### src/rtl/pe_stream_feeder_pkg.sv
// Shared definitions for the PE stream feeder: config field layout, FSM states
// and word-count helpers derived from the layer config.
package pe_stream_feeder_pkg;

    localparam int CFG_W      = 13;
    localparam int CFG_DW_BIT = 12;
    localparam int CFG_RS_LSB = 10;
    localparam int CFG_U_BIT  = 9;
    localparam int CFG_P_LSB  = 7;
    localparam int CFG_F_LSB  = 2;
    localparam int CFG_F_W    = 5;
    localparam int CFG_Q_LSB  = 0;
    localparam int CNT_W      = 5;

    typedef enum logic [2:0] {
        IDLE,
        CFG,
        FILTER,
        IFMAP,
        IPSUM,
        OPSUM,
        DONE
    } state_t;

    function automatic logic [CNT_W-1:0] rs_words(input logic [CFG_W-1:0] c);
        return CNT_W'(c[CFG_RS_LSB +: 2]) + CNT_W'(1);
    endfunction

    function automatic logic [CNT_W-1:0] p_words(input logic [CFG_W-1:0] c);
        return CNT_W'(c[CFG_P_LSB +: 2]) + CNT_W'(1);
    endfunction

    function automatic logic [CNT_W-1:0] filter_words(input logic [CFG_W-1:0] c);
        return rs_words(c) * p_words(c);
    endfunction

    function automatic logic [CNT_W-1:0] ifmap_first_words(input logic [CFG_W-1:0] c);
        return rs_words(c);
    endfunction

    function automatic logic [CNT_W-1:0] ifmap_next_words(input logic [CFG_W-1:0] c);
        return CNT_W'(c[CFG_U_BIT]) + CNT_W'(1);
    endfunction

    function automatic logic [CNT_W-1:0] nps_words(input logic [CFG_W-1:0] c);
        return c[CFG_DW_BIT] ? (CNT_W'(c[CFG_Q_LSB +: 2]) + CNT_W'(1)) : p_words(c);
    endfunction

endpackage

### src/rtl/pe_rd_stream.sv
// GLB read issue and 2-entry skid buffer driving one valid/ready stream;
// reloaded with a new base/count for each stream it serves.
module pe_rd_stream
    import pe_stream_feeder_pkg::*;
#(
    parameter int DATA_BITS = 32,
    parameter int ADDR_W    = 16
) (
    input  logic                 clk,
    input  logic                 rst_n,
    input  logic                 i_load,
    input  logic [ADDR_W-1:0]    i_base,
    input  logic [CNT_W-1:0]     i_count,
    output logic                 o_rd_en,
    output logic [ADDR_W-1:0]    o_rd_addr,
    input  logic [DATA_BITS-1:0] i_rd_data,
    output logic                 o_valid,
    output logic [DATA_BITS-1:0] o_data,
    input  logic                 i_ready,
    output logic                 o_finished
);

    logic [ADDR_W-1:0]    r_addr;
    logic [CNT_W-1:0]     r_left;
    logic                 r_inflight;
    logic [1:0]           r_occ;
    logic [DATA_BITS-1:0] r_buf [2];

    logic       w_pop;
    logic       w_issue;
    logic [2:0] w_slots;
    logic [1:0] w_wr_pos;
    logic       w_wr_idx;

    assign o_valid  = (r_occ != 2'd0);
    assign o_data   = r_buf[0];
    assign w_pop    = o_valid && i_ready;
    // Occupancy counted after this cycle's pop so a steady stream sustains 1 word/cycle.
    assign w_slots  = {1'b0, r_occ} + {2'b00, r_inflight} - {2'b00, w_pop};
    assign w_issue  = (r_left != '0) && (w_slots < 3'd2);
    assign w_wr_pos = r_occ - {1'b0, w_pop};
    assign w_wr_idx = w_wr_pos[0];

    assign o_rd_en    = w_issue;
    assign o_rd_addr  = r_addr;
    assign o_finished = (r_left == '0) && !r_inflight && (r_occ == 2'd0);

    always_ff @(posedge clk or negedge rst_n) begin
        if (!rst_n) begin
            r_addr     <= '0;
            r_left     <= '0;
            r_inflight <= 1'b0;
            r_occ      <= 2'd0;
            r_buf[0]   <= '0;
            r_buf[1]   <= '0;
        end else begin
            if (i_load) begin
                r_addr <= i_base;
                r_left <= i_count;
            end else if (w_issue) begin
                r_addr <= r_addr + ADDR_W'(1);
                r_left <= r_left - CNT_W'(1);
            end
            r_inflight <= w_issue;
            r_occ      <= r_occ + {1'b0, r_inflight} - {1'b0, w_pop};
            if (w_pop) r_buf[0] <= r_buf[1];
            if (r_inflight) r_buf[w_wr_idx] <= i_rd_data;
        end
    end

endmodule

### src/rtl/pe_stream_feeder.sv
// Initiator-side PE driver: configures the PE, streams filter/ifmap/ipsum words
// from the GLB and writes returned opsum words back, column by column.
module pe_stream_feeder
    import pe_stream_feeder_pkg::*;
#(
    parameter int DATA_BITS   = 32,
    parameter int ADDR_W      = 16,
    parameter int CONFIG_SIZE = 13
) (
    input  logic                   clk,
    input  logic                   rst_n,
    input  logic                   start,
    input  logic [CONFIG_SIZE-1:0] cfg,
    input  logic [ADDR_W-1:0]      filter_base,
    input  logic [ADDR_W-1:0]      ifmap_base,
    input  logic [ADDR_W-1:0]      ipsum_base,
    input  logic [ADDR_W-1:0]      opsum_base,
    output logic                   busy,
    output logic                   done,
    output logic                   mem_rd_en,
    output logic [ADDR_W-1:0]      mem_rd_addr,
    input  logic [DATA_BITS-1:0]   mem_rd_data,
    output logic                   mem_wr_en,
    output logic [ADDR_W-1:0]      mem_wr_addr,
    output logic [DATA_BITS-1:0]   mem_wr_data,
    output logic                   pe_en,
    output logic [CONFIG_SIZE-1:0] pe_config,
    output logic [DATA_BITS-1:0]   filter,
    output logic [DATA_BITS-1:0]   ifmap,
    output logic [DATA_BITS-1:0]   ipsum,
    output logic                   filter_valid,
    output logic                   ifmap_valid,
    output logic                   ipsum_valid,
    input  logic                   filter_ready,
    input  logic                   ifmap_ready,
    input  logic                   ipsum_ready,
    input  logic [DATA_BITS-1:0]   opsum,
    input  logic                   opsum_valid,
    output logic                   opsum_ready
);

    state_t                 r_state, w_next;
    logic [CONFIG_SIZE-1:0] r_cfg;
    logic [ADDR_W-1:0]      r_flt_base, r_if_ptr, r_ps_ptr, r_wr_addr;
    logic [CFG_F_W-1:0]     r_col;
    logic [CNT_W-1:0]       r_k;

    logic                   w_load;
    logic [ADDR_W-1:0]      w_base;
    logic [CNT_W-1:0]       w_count;
    logic [CNT_W-1:0]       w_nps;
    logic                   w_acc, w_last_k, w_last_col;
    logic                   w_rd_en, w_valid, w_ready, w_fin;
    logic [ADDR_W-1:0]      w_rd_addr;
    logic [DATA_BITS-1:0]   w_data;

    assign w_nps      = nps_words(r_cfg);
    assign w_acc      = (r_state == OPSUM) && opsum_valid;
    assign w_last_k   = w_acc && (r_k == w_nps - CNT_W'(1));
    assign w_last_col = (r_col == r_cfg[CFG_F_LSB +: CFG_F_W]);

    always_ff @(posedge clk or negedge rst_n) begin
        if (!rst_n) r_state <= IDLE;
        else        r_state <= w_next;
    end

    // The stream is reloaded on the transition cycle so its first read issues on state entry.
    always_comb begin
        w_next  = r_state;
        w_load  = 1'b0;
        w_base  = r_flt_base;
        w_count = filter_words(r_cfg);
        case (r_state)
            IDLE:   if (start) w_next = CFG;
            CFG: begin
                w_next = FILTER;
                w_load = 1'b1;
            end
            FILTER: if (w_fin) begin
                w_next  = IFMAP;
                w_load  = 1'b1;
                w_base  = r_if_ptr;
                w_count = ifmap_first_words(r_cfg);
            end
            IFMAP:  if (w_fin) begin
                w_next  = IPSUM;
                w_load  = 1'b1;
                w_base  = r_ps_ptr;
                w_count = w_nps;
            end
            IPSUM:  if (w_fin) w_next = OPSUM;
            OPSUM:  if (w_last_k) begin
                if (w_last_col) begin
                    w_next = DONE;
                end else begin
                    w_next  = IFMAP;
                    w_load  = 1'b1;
                    w_base  = r_if_ptr;
                    w_count = ifmap_next_words(r_cfg);
                end
            end
            DONE:   w_next = IDLE;
            default: w_next = IDLE;
        endcase
    end

    always_ff @(posedge clk or negedge rst_n) begin
        if (!rst_n) begin
            r_cfg      <= '0;
            r_flt_base <= '0;
            r_if_ptr   <= '0;
            r_ps_ptr   <= '0;
            r_wr_addr  <= '0;
            r_col      <= '0;
            r_k        <= '0;
        end else begin
            if (r_state == IDLE && start) begin
                r_cfg      <= cfg;
                r_flt_base <= filter_base;
                r_if_ptr   <= ifmap_base;
                r_ps_ptr   <= ipsum_base;
                r_wr_addr  <= opsum_base;
                r_col      <= '0;
                r_k        <= '0;
            end
            if (w_load && w_next == IFMAP) r_if_ptr <= r_if_ptr + ADDR_W'(w_count);
            if (w_load && w_next == IPSUM) r_ps_ptr <= r_ps_ptr + ADDR_W'(w_count);
            if (w_acc) begin
                r_wr_addr <= r_wr_addr + ADDR_W'(1);
                r_k       <= w_last_k ? '0 : r_k + CNT_W'(1);
                if (w_last_k && !w_last_col) r_col <= r_col + CFG_F_W'(1);
            end
        end
    end

    pe_rd_stream #(
        .DATA_BITS (DATA_BITS),
        .ADDR_W    (ADDR_W)
    ) u_stream (
        .clk        (clk),
        .rst_n      (rst_n),
        .i_load     (w_load),
        .i_base     (w_base),
        .i_count    (w_count),
        .o_rd_en    (w_rd_en),
        .o_rd_addr  (w_rd_addr),
        .i_rd_data  (mem_rd_data),
        .o_valid    (w_valid),
        .o_data     (w_data),
        .i_ready    (w_ready),
        .o_finished (w_fin)
    );

    always_comb begin
        w_ready = 1'b0;
        case (r_state)
            FILTER:  w_ready = filter_ready;
            IFMAP:   w_ready = ifmap_ready;
            IPSUM:   w_ready = ipsum_ready;
            default: w_ready = 1'b0;
        endcase
    end

    assign busy         = (r_state != IDLE) && (r_state != DONE);
    assign done         = (r_state == DONE);
    assign pe_en        = (r_state == CFG);
    assign pe_config    = busy ? r_cfg : '0;
    assign filter_valid = (r_state == FILTER) && w_valid;
    assign ifmap_valid  = (r_state == IFMAP)  && w_valid;
    assign ipsum_valid  = (r_state == IPSUM)  && w_valid;
    assign filter       = (r_state == FILTER) ? w_data : '0;
    assign ifmap        = (r_state == IFMAP)  ? w_data : '0;
    assign ipsum        = (r_state == IPSUM)  ? w_data : '0;
    assign mem_rd_en    = w_rd_en;
    assign mem_rd_addr  = w_rd_en ? w_rd_addr : '0;
    assign opsum_ready  = (r_state == OPSUM);
    assign mem_wr_en    = w_acc;
    assign mem_wr_addr  = w_acc ? r_wr_addr : '0;
    assign mem_wr_data  = w_acc ? opsum : '0;

endmodule

### config.mk
export PLATFORM = sky130hd
export DESIGN_NAME = pe_stream_feeder
export DESIGN_NICKNAME = d
export VERILOG_FILES = /design/src/rtl/pe_stream_feeder_pkg.sv /design/src/rtl/pe_rd_stream.sv /design/src/rtl/pe_stream_feeder.sv
export SDC_FILE = /design/constraint.sdc
export NUM_CORES = 1
export LEC_CHECK = 0
export ABC_CLOCK_PERIOD_IN_PS = 11300
export BUFFER_PORTS_ARGS = -buffer_cell sky130_fd_sc_hd__buf_2
export CAP_MARGIN = 25
export CORE_ASPECT_RATIO = 1.1
export CORE_MARGIN = 2
export CORE_UTILIZATION = 35
export CTS_CLUSTER_DIAMETER = 40
export DETAILED_ROUTE_END_ITERATION = 7
export PLACE_DENSITY = 0.62
export SLEW_MARGIN = 20
export SYNTH_ARGS = -nofsm -noshare
export SYNTH_HDL_FRONTEND = slang
export SYNTH_SLANG_ARGS = --single-unit
### constraint.sdc
create_clock -name clk -period 11.3 [get_ports clk]
set_input_delay 0 -clock clk [delete_from_list [all_inputs] [get_ports clk]]
set_output_delay 0 -clock clk [all_outputs]
set_load 0.01 [all_outputs]
Word level (Yosys, flattened, before mapping)

Index checks and enable logic that the tools add are counted.

Add/subtract/negate cells: 17
Bitwise gates (word level): 1
$mul: 1
Reductions and logical operators: 28
Equality and inequality tests: 11
Mux-type cells: 51
Shift operators: 0
Divide/modulo/power cells: 0
Order comparisons: 3

Operators by type and width:

| cell                                              | number |
|---|---|
| two-way mux 16 bit                                | 14 |
| two-way mux 32 bit                                | 6 |
| two-way mux 5 bit                                 | 13 |
| bitwise mux 64 bit                                | 1 |
| two-way mux 64 bit                                | 1 |
| one-hot mux 16 bit (3 select lines)               | 1 |
| adder 16 x 1 -> 16 bit (second input constant)    | 2 |
| adder 16 x 5 -> 16 bit                            | 2 |
| demux 32 bit (select 1 bit)                       | 1 |
| two-way mux 3 bit                                 | 6 |
| one-hot mux 3 bit (6 select lines)                | 1 |
| logical AND 1 bit                                 | 15 |
| one-hot mux 5 bit (3 select lines)                | 1 |
| two-way mux 13 bit                                | 1 |
| == test 3 bit (second input constant)             | 4 |
| adder 5 x 1 -> 5 bit (second input constant)      | 2 |
| == test 5 bit                                     | 2 |
| nonzero test 2 bit                                | 5 |
| subtractor 5 x 1 -> 5 bit (second input constant) | 2 |
| adder 2 x 1 -> 3 bit (second input constant)      | 3 |
| == test 3 x 2 -> 1 bit (second input constant)    | 3 |
| one-hot mux 1 bit (3 select lines)                | 2 |
| logical NOT 5 bit                                 | 1 |
| multiplier 5 x 3 -> 5 bit                         | 1 |
| other kinds (19)                                  | 22 |

Bits in latches: 0
Bits in writable memories: 0
Register bits: 178
Bits in read-only memories: 0
Word-level logic and storage cells: 126
Memories: 0

Depth between registers and ports, before layout

Gate-level depths: netlist of run 1.

Depth in word-level cells: 11
Mapped depth: 21
Gate-level depth less buffers: 19

By module

A second synthesis of run 1 with hierarchy kept.

Cells, all modules: 1298
Area, all modules: 11404.7 um^2

Modules (own cells, without submodules):

| module           | area an instance (um^2) | instances | cells each | seq. area each (um^2) |
|---|---|---|---|---|
| pe_stream_feeder | 7029.2                  | 1         | 903        | 2252.2 |
| pe_rd_stream     | 4375.4                  | 1         | 395        | 2202.1 |

Worst setup path after synthesis of run 1

Ideal clock, no wire load.

Kind: register to register
Start point: register r_cfg[7]
End point: register r_ps_ptr[14]
Path slack: 7090 ps
Data required time: 11174 ps
Stages on the path, launching flop included: 20
Data arrival time: 4083 ps
Setup time: 126 ps
Buffers on the path: 0
Cell sequence: dfrtp_1 > ha_1 > nand2b_1 > o21ai_0 > ha_1 > xor2_1 > nand2_1 > a2111oi_0 > nor2_1 > nor3_1 > nand2_1 > ha_1 > fa_1 > a21o_1 > a21o_1 > a21oi_1 > nor2b_1 > nand2_1 > nor3_1 > a221o_1

Cells in the longest elaborated chain, start to end: 10
Elaborated cells on any way between the ends: 20

RTL lines:

| what                                                           | line                       | text |
|---|---|---|
| start, declared                                                | pe_stream_feeder.sv:43     | `logic [CONFIG_SIZE-1:0] r_cfg;` |
| start signal, assigned                                         | pe_stream_feeder.sv:118    | `r_cfg <= cfg;` |
| adder 2 x 1 -> 3 bit (*)                                       | pe_stream_feeder_pkg.sv:30 | `return CNT_W'(c[CFG_P_LSB +: 2]) + CNT_W'(1);` |
| branches (longest 9 deep; another with adder 16 x 5 -> 16 bit) | -                          |  |
| end signal, assigned                                           | pe_stream_feeder.sv:121    | `r_ps_ptr <= ipsum_base;` |
| end signal, assigned                                           | pe_stream_feeder.sv:127    | `if (w_load && w_next == IPSUM) r_ps_ptr <= r_ps_ptr + ADDR_W'(w_count);` |
| end, declared                                                  | pe_stream_feeder.sv:44     | `logic [ADDR_W-1:0] r_flt_base, r_if_ptr, r_ps_ptr, r_wr_addr;` |

Mark *: on every way between the ends.
A chain may end at the register's enable or synchronous reset.

Final worst setup path of run 1

Start point: register r_state[2]
End point: register r_ps_ptr[14]

Cells in the longest elaborated chain, start to end: 8
Elaborated cells on any way between the ends: 25

RTL lines:

| what                                                           | line                   | text |
|---|---|---|
| start, declared                                                | pe_stream_feeder.sv:42 | `state_t r_state, w_next;` |
| start signal, assigned                                         | pe_stream_feeder.sv:64 | `else r_state <= w_next;` |
| branches (longest 8 deep; another with adder 16 x 5 -> 16 bit) | -                      |  |

Several ways; the timed one is not identified.

==> out/qor_table.md, run 1 <==
| Result | This run | Unit |
|:---|:---|:---|
| Result of the run | complete, no violations | - |
| Core Util, Final | 47.8 | % |
| Vias post-DR | 10200 | - |
| Clock root buffer | clkbuf_16 | - |
| Static leakage | 7.30 | nW |
| Maximum achievable frequency | 185 | MHz |
| Via count of the first global-routing pass | 10200 | - |
| Number of buffers created by CTS | 17 | - |
| Number of placed instances with taps included | 1861 | - |
| Setup WS pre-CTS | 5.45 | ns |
| Pin count of the biggest net entering global routing | 72 | - |
| Half-perimeter wire length of the detailed placement result | 23.8 | mm |
| Post-route clock skew | 0.0116 | ns |
| Async set-or-reset flop fraction in the synthesized netlist | 100 | % |
| Placed Instance Area | 12800 | um2 |
| CP dominant cell by count | nand2_1 | - |
| Finished Layout Cells | 2005 | - |
| Portion of the post-synthesis area used by sequential elements | 41.0 | % |
| Post-synthesis area per instance | 9.18 | um2 |
| Primary flip-flop cell chosen by synthesis mapping | dfrtp_1 | - |
| Type of destination of the critical path | register | - |
| Max clock buf depth | 2 | - |
| Net count of the finished layout | 1755 | - |
| R2R Path End | r_ps_ptr[14]$_DFFE_PN0P_ | - |
| Drt first pass iters | 5 | - |
| Boundary Pins | 330 | - |
| Count of antenna-violating nets left after detailed routing | 0 | - |
| Violation count after the first detailed-routing iteration | 557 | - |
| Number of nets produced by synthesis | 1360 | - |
| Power Total | 3.88 | mW |
| Standard-cell rows | 67 | - |
| Core area | 30500 | um2 |
| Synthesis-to-finish area growth | 34.3 | % |
| TritonCTS clock tree | built | - |
| Global-route wire length before repair | 53.7 | mm |
| Crit-path max cell delay | 0.62 | ns |
| Kind of critical path | reg -> reg | - |
| Data arrival time of the critical path | 5.73 | ns |
| Post-route design area | 14600 | um2 |
| Die width | 172 | um |
| EDFF count, synth | 0 | - |
| Chip height | 189 | um |
| Final number of hold-violating endpoints | 0 | - |
| Clk slew on worst S/H paths | 0.08 | ns |
| Number of port buffers | 329 | - |
| Required time at the worst-slack endpoint | 11.62 | ns |
| Ratio of routed vias to standard cells | 5.07 | - |
| Yosys synthesis warning count | 0 | - |
| Final-layout setup total negative slack | 0 | ns |
| Final hold slack | 0.0617 | ns |
| Drt drc | 0 | - |
| Max rail drop VDD | 0.168 | mV |
| Cell area power density | 266 | nW/um2 |
| CP endpoint | r_ps_ptr[14]$_DFFE_PN0P_ | - |
| Max-Slew Margin vs Limit | 39.8 | % |
| Max-capacitance violation count | 0 | - |
| Final number of max-transition violations | 0 | - |
| Fill count | 2943 | - |
| Cell with the largest stage delay on the worst path | dfrtp_1 | - |
| Worst setup SP type | register | - |
| CTS H-tree depth | 4 | - |
| Part of the cycle the worst path needs | 47.9 | % |
| Netlist cell types | 63 | - |
| Highest-count cells in the layout ignoring fill and taps | buf_2 (328), dfrtp_1 (178), nand2_1 (167), dlygate4sd3_1 (110), mux2_2 (100) | - |
| Critical-path cell list | nor2b_2, nand2_1, inv_2, nand2_1, a2111oi_0, nor2_1, nor3_1, nand2_1, ha_1, fa_1, a21o_1, a21o_1, a21oi_1, nor2b_1, nand2_1, nor3_1, a221o_1 | - |
| Initial core utilization | 35.6 | % |
| Sink count of the clock tree | 178 | - |
| Total grt overflow | 0 | - |
| Global-route usage over all layers | 20.8 | % |
| Cells after synthesis | 1182 | - |
| Routed wire length | 33.8 | mm |
| Number of buffers inserted by post-CTS setup repair | 0 | - |
| Layout cell share with drive strength beyond 1 | 31.1 | % |
| CP startpoint | r_state[2]$_DFF_PN0_ | - |
| Number of setup violations in the final report | 0 | - |
| Worst-case register-to-register setup slack | 5.89 | ns |
| Depth of the worst register-to-register path | 17 | - |
| Routability Congestion | 0.834 | - |
| DIE AREA | 32400 | um2 |
| Reg-to-Reg Start | r_state[2]$_DFF_PN0_ | - |
| Synthesized cell area | 10900 | um2 |
| Smallest setup slack after layout | 5.89 | ns |
| Final worst path period need | 5.41 | ns |
| Max Fanout on Critical Path | 47 | - |
| Worst skew pair latency | 0.44 | ns |
| Yosys reg bits | 178 | - |
| Most frequent standard cell in the layout excluding fill and tap cells | buf_2 | - |
| Initial antenna violation count | 0 | - |
| RSZ-0062 raised after global routing | no | - |
| Worst slew pin tran | 0.901 | ns |
| Class of the worst hold path | in -> async | - |
| Routed wirelength normalized by instance count | 16.9 | um |
[what timing repair did]
item | in CTS | in global routing
endpoints found under the hold margin | 186 | 0
resized for setup | 0 | 0
hold buffers | 110 | 0
[cells in the mapped netlist (10+ instances only)]
master / instances / area share [%]
and2_1: 85 / 4.9
nor3_1: 17 / 0.78
o22ai_1: 11 / 0.63
nand2_1: 167 / 5.8
dfrtp_1: 178 / 41
inv_1: 23 / 0.80
mux2_2: 100 / 10
xor2_1: 15 / 1.2
o211ai_1: 10 / 0.69
nand4_1: 17 / 0.98
and3_1: 88 / 5.1
nand3_1: 30 / 1.4
a21o_1: 13 / 0.90
xnor2_1: 22 / 1.8
nor2b_1: 18 / 1.0
ha_1: 25 / 2.9
clkbuf_1: 56 / 1.9
a221o_1: 13 / 1.2
a221oi_1: 15 / 1.2
nor2_1: 92 / 3.2
a21oi_1: 41 / 1.9
buf_2: 16 / 0.74
o21ai_0: 18 / 0.83
a22oi_1: 19 / 1.3
[how the worst min path moves through the flow]
stage,endpoint,startpoint,slack (ns)
global placement,u_stream.o_rd_addr[4]$_DFFE_PN0P_,rst_n,-0.03
finish,u_stream.o_rd_addr[4]$_DFFE_PN0P_,rst_n,0.06
detailed placement,u_stream.o_rd_addr[6]$_DFFE_PN0P_,rst_n,-0.03
global route,u_stream.o_rd_addr[6]$_DFFE_PN0P_,rst_n,0.11
floorplan,asynchronous set/reset pin,rst_n,-0.30
CTS,u_stream.o_rd_addr[6]$_DFFE_PN0P_,rst_n,0.10
[power breakdown]
group | switching, mW | internal (mW) | total (mW)
combinational | 1.00 | 0.993 | 1.99
sequential | 0.324 | 0.943 | 1.27
clock | 0.316 | 0.306 | 0.622
[critical path, delay by kind of cell, from the launching register on]
family,cells,cell delay (ns)
AND/OR/NAND/NOR,9,1.86
AO/OA/AOI/OAI,5,1.61
adder cells (fa/ha/maj),2,0.63
flip-flops,1,0.62
buffers and inverters,1,0.55
[final cells by class]
cell class	instances	area, um2	area share, %
antenna	1	2.50	0.0172
clock buffer	17	425	2.92
timing repair buffer	454	2870	19.7
tap	414	518	3.55
sequential	178	4450	30.6
clock inverter	15	201	1.38
inverter	24	90.1	0.618
multi-input combinational	902	6010	41.3
[per-layer routing]
| metal | part of all wire, % | vias up | GRT usage (%) |
|---|---|---|---|
| met2 | 50 | 295 | 36.0 |
| li1 | - | 4967 | - |
| met3 | 4.2 | 52 | 2.96 |
| met4 | 2.3 | 0 | 6.53 |
| met5 | 0 | - | 0 |
| met1 | 43 | 4850 | 26.8 |
[logic make-up after synthesis]
kind of cell               after synthesis  share of synthesized area, %
xor gates and xnor gates                37                          2.99
DFF                                    178                          41.0
and+or+nand+nor                        552                          25.7
AOI/OAI and AO/OA                      177                          11.5
adders and majority gates               30                          3.80
muxes                                  106                          11.1
buffers and inverters                  102                          3.92
No activity file was read; power rests on OpenSTA's default activity.
==> run 2: changes to the inputs <==
--- a/config.mk
+++ b/config.mk
@@ -5,7 +5,7 @@
 export SDC_FILE = /design/constraint.sdc
 export NUM_CORES = 1
 export LEC_CHECK = 0
-export ABC_CLOCK_PERIOD_IN_PS = 11300
+export ABC_CLOCK_PERIOD_IN_PS = 5600
 export BUFFER_PORTS_ARGS = -buffer_cell sky130_fd_sc_hd__buf_2
 export CAP_MARGIN = 25
 export CORE_ASPECT_RATIO = 1.1
==> constraint.sdc (replaced) <==
create_clock -name clk -period 5.6 [get_ports clk]
set_input_delay 0 -clock clk [delete_from_list [all_inputs] [get_ports clk]]
set_output_delay 0 -clock clk [all_outputs]
set_load 0.01 [all_outputs]
==> run 2 against run 1 <==
Via count is 1.1% higher; global-route usage is 0.054 points higher; total power grew 100%; clock power increased by 100%; core utilization is 0.22 points higher; sequential power grew 100%; combinational power grew 100%; sequential cell count is the same; register-to-register slack got worse by 5.2 ns; hold slack about the same; routed wire length is 0.44% higher; non-clock buffer count is 7 higher; critical path type unchanged; largest cell class unchanged.
==> out/qor_table.md, run 2 (synthesis results as in run 1) <==
| Result | This run | Unit |
|:---|:---|:---|
| Chip height | 189 | um |
| Required time at the worst-slack endpoint | 5.93 | ns |
| DIE AREA | 32400 | um2 |
| Cells resized by post-CTS repair | 0 | - |
| Violation count after the first detailed-routing iteration | 582 | - |
| Placed Instance Area | 12900 | um2 |
| Final number of hold-violating endpoints | 0 | - |
| Layout cell share with drive strength beyond 1 | 31.3 | % |
| Initial core utilization | 35.6 | % |
| Type of destination of the critical path | register | - |
| Half-perimeter wire length of the detailed placement result | 23.9 | mm |
| Initial antenna violation count | 2 | - |
| Drt drc | 0 | - |
| TritonCTS clock tree | built | - |
| Static leakage | 7.35 | nW |
| Number of placed instances with taps included | 1867 | - |
| Die width | 172 | um |
| Core Util, Final | 48.0 | % |
| Most frequent standard cell in the layout excluding fill and tap cells | buf_2 | - |
| Final worst path period need | 4.95 | ns |
| Routed wirelength normalized by instance count | 16.9 | um |
| Number of port buffers | 329 | - |
| Critical-path cell list | ha_1, nand2b_1, o21ai_0, ha_1, xor2_1, nand2_1, a2111oi_0, nor2_1, nor3_1, nand2_1, ha_1, fa_1, a21o_1, a21oi_1, o21bai_1, nand4_1, or2_2, a21oi_1, a221o_1 | - |
| Worst setup SP type | register | - |
| Maximum achievable frequency | 202 | MHz |
| Max clock buf depth | 2 | - |
| Core area | 30500 | um2 |
| Crit-path max cell delay | 0.63 | ns |
| Clk slew on worst S/H paths | 0.08 | ns |
| Result of the run | complete, no violations | - |
| Final hold slack | 0.0613 | ns |
| Ratio of routed vias to standard cells | 5.10 | - |
| Post-route design area | 14600 | um2 |
| Clock root buffer | clkbuf_16 | - |
| Data arrival time of the critical path | 5.28 | ns |
| Class of the worst hold path | in -> async | - |
| Part of the cycle the worst path needs | 88.4 | % |
| Number of buffers inserted by post-CTS setup repair | 0 | - |
| Max rail drop VDD | 0.249 | mV |
| Final number of max-transition violations | 0 | - |
| Net count of the finished layout | 1762 | - |
| Cell with the largest stage delay on the worst path | a2111oi_0 | - |
| Finished Layout Cells | 2014 | - |
| RSZ-0062 raised after global routing | no | - |
| Fill count | 2962 | - |
| Routed wire length | 34.0 | mm |
| Reg-to-Reg Start | r_cfg[7]$_DFFE_PN0P_ | - |
| Number of setup violations in the final report | 0 | - |
| Sink count of the clock tree | 178 | - |
| CP dominant cell by count | ha_1 | - |
| Drt first pass iters | 7 | - |
| Depth of the worst register-to-register path | 19 | - |
| Post-route clock skew | 0.0153 | ns |
| Critical path's top delay family | compound AO/OA/AOI/OAI gates | - |
| Worst slew pin tran | 0.910 | ns |
| Routability Congestion | 0.854 | - |
| CTS H-tree depth | 4 | - |
| Buf/Inv on CP | 0 | - |
| Global-route usage over all layers | 20.9 | % |
| Standard-cell rows | 67 | - |
| Boundary Pins | 330 | - |
| Final-layout setup total negative slack | 0 | ns |
| R2R Path End | r_if_ptr[8]$_DFFE_PN0P_ | - |
| Kind of critical path | reg -> reg | - |
| Worst skew pair latency | 0.44 | ns |
| Pin count of the biggest net entering global routing | 104 | - |
| Cell area power density | 537 | nW/um2 |
| Max Fanout on Critical Path | 11 | - |
| Count of antenna-violating nets left after detailed routing | 0 | - |
| Number of buffers created by CTS | 17 | - |
| Total grt overflow | 0 | - |
| Global-route wire length before repair | 54.0 | mm |
| Synthesis-to-finish area growth | 34.9 | % |
| Via count of the first global-routing pass | 10100 | - |
| Max-Slew Margin vs Limit | 39.3 | % |
| Highest-count cells in the layout ignoring fill and taps | buf_2 (328), dfrtp_1 (178), nand2_1 (167), dlygate4sd3_1 (110), mux2_2 (100) | - |
| Max-capacitance violation count | 0 | - |
| Worst-case register-to-register setup slack | 0.65 | ns |
| Vias post-DR | 10300 | - |
-- run 2: cell types whose count changed in the layout (fill, tap and decap cells not counted), sizes merged --
cell    before  now
clkinv       8    6
buf        344  351
diode        1    3
inv         31   32
bufinv       0    1
-- run 2: worst register-to-register path: cells and delay by family (launching register included) --
family,cells,cell delay (ns)
compound gates,7,1.74
xor+xnor,1,0.13
fa+ha+maj,4,1.35
simple gates,7,1.11
flops,1,0.50
-- run 2: cell type report --
cell class | count | area (um2) | area share (%)
Antenna cell | 3 | 7.51 | 0.0513
Clock buffer | 17 | 425 | 2.91
Clock inverter | 15 | 200 | 1.37
Inverter | 24 | 90.1 | 0.615
Multi-Input combinational cell | 902 | 6010 | 41.0
Sequential cell | 178 | 4450 | 30.4
Tap cell | 414 | 518 | 3.54
Timing Repair Buffer | 461 | 2940 | 20.1
-- run 2: worst max-delay path by stage --
| stage | startpoint | endpoint | cells past startpoint | slack, ns |
|---|---|---|---|---|
| after floorplan | r_cfg[7]$_DFFE_PN0P_ | r_ps_ptr[14]$_DFFE_PN0P_ | 19 | 1.39 |
| after detailed placement | r_cfg[7]$_DFFE_PN0P_ | r_ps_ptr[14]$_DFFE_PN0P_ | 19 | 0.68 |
| after global placement | r_cfg[7]$_DFFE_PN0P_ | r_if_ptr[8]$_DFFE_PN0P_ | 19 | 0.81 |
| after CTS | r_cfg[7]$_DFFE_PN0P_ | r_if_ptr[8]$_DFFE_PN0P_ | 19 | 0.65 |
| after global routing | r_cfg[7]$_DFFE_PN0P_ | r_if_ptr[8]$_DFFE_PN0P_ | 19 | 0.22 |
| final | r_cfg[7]$_DFFE_PN0P_ | r_if_ptr[8]$_DFFE_PN0P_ | 19 | 0.65 |
-- run 2: where the power goes --
group | leakage, nW | switching (mW) | internal, mW
sequential | 2.14 | 0.652 | 1.90
combinational | 4.90 | 2.03 | 2.01
clock | 0.305 | 0.618 | 0.653
total | 7.35 | 3.30 | 4.56
-- run 2: what timing repair did --
item	in CTS	in global routing
hold buffers	110	0
endpoints found under the hold margin	242	0
endpoints found under the setup margin	0	0
-- run 2: routing by layer --
| layer | vias up | share of wire [%] | routed length [um] | track usage [%] |
|---|---|---|---|---|
| li1 | 4971 | - | - | - |
| met1 | 5032 | 44 | 15100 | 27.2 |
| met2 | 238 | 50 | 16900 | 35.5 |
| met3 | 36 | 3.9 | 1330 | 3.51 |
| met4 | 0 | 1.9 | 646 | 6.01 |
| met5 | - | 0 | 0 | 0 |
-- run 2: stage by stage --
step	total power, mW	setup WS (ns)
6_report	7.86	0.649
5_1_grt	8.51	0.215
4_1_cts	7.89	0.651
3_5_place_dp	6.54	0.678
3_3_place_gp	6.43	0.806
2_1_floorplan	5.29	1.39
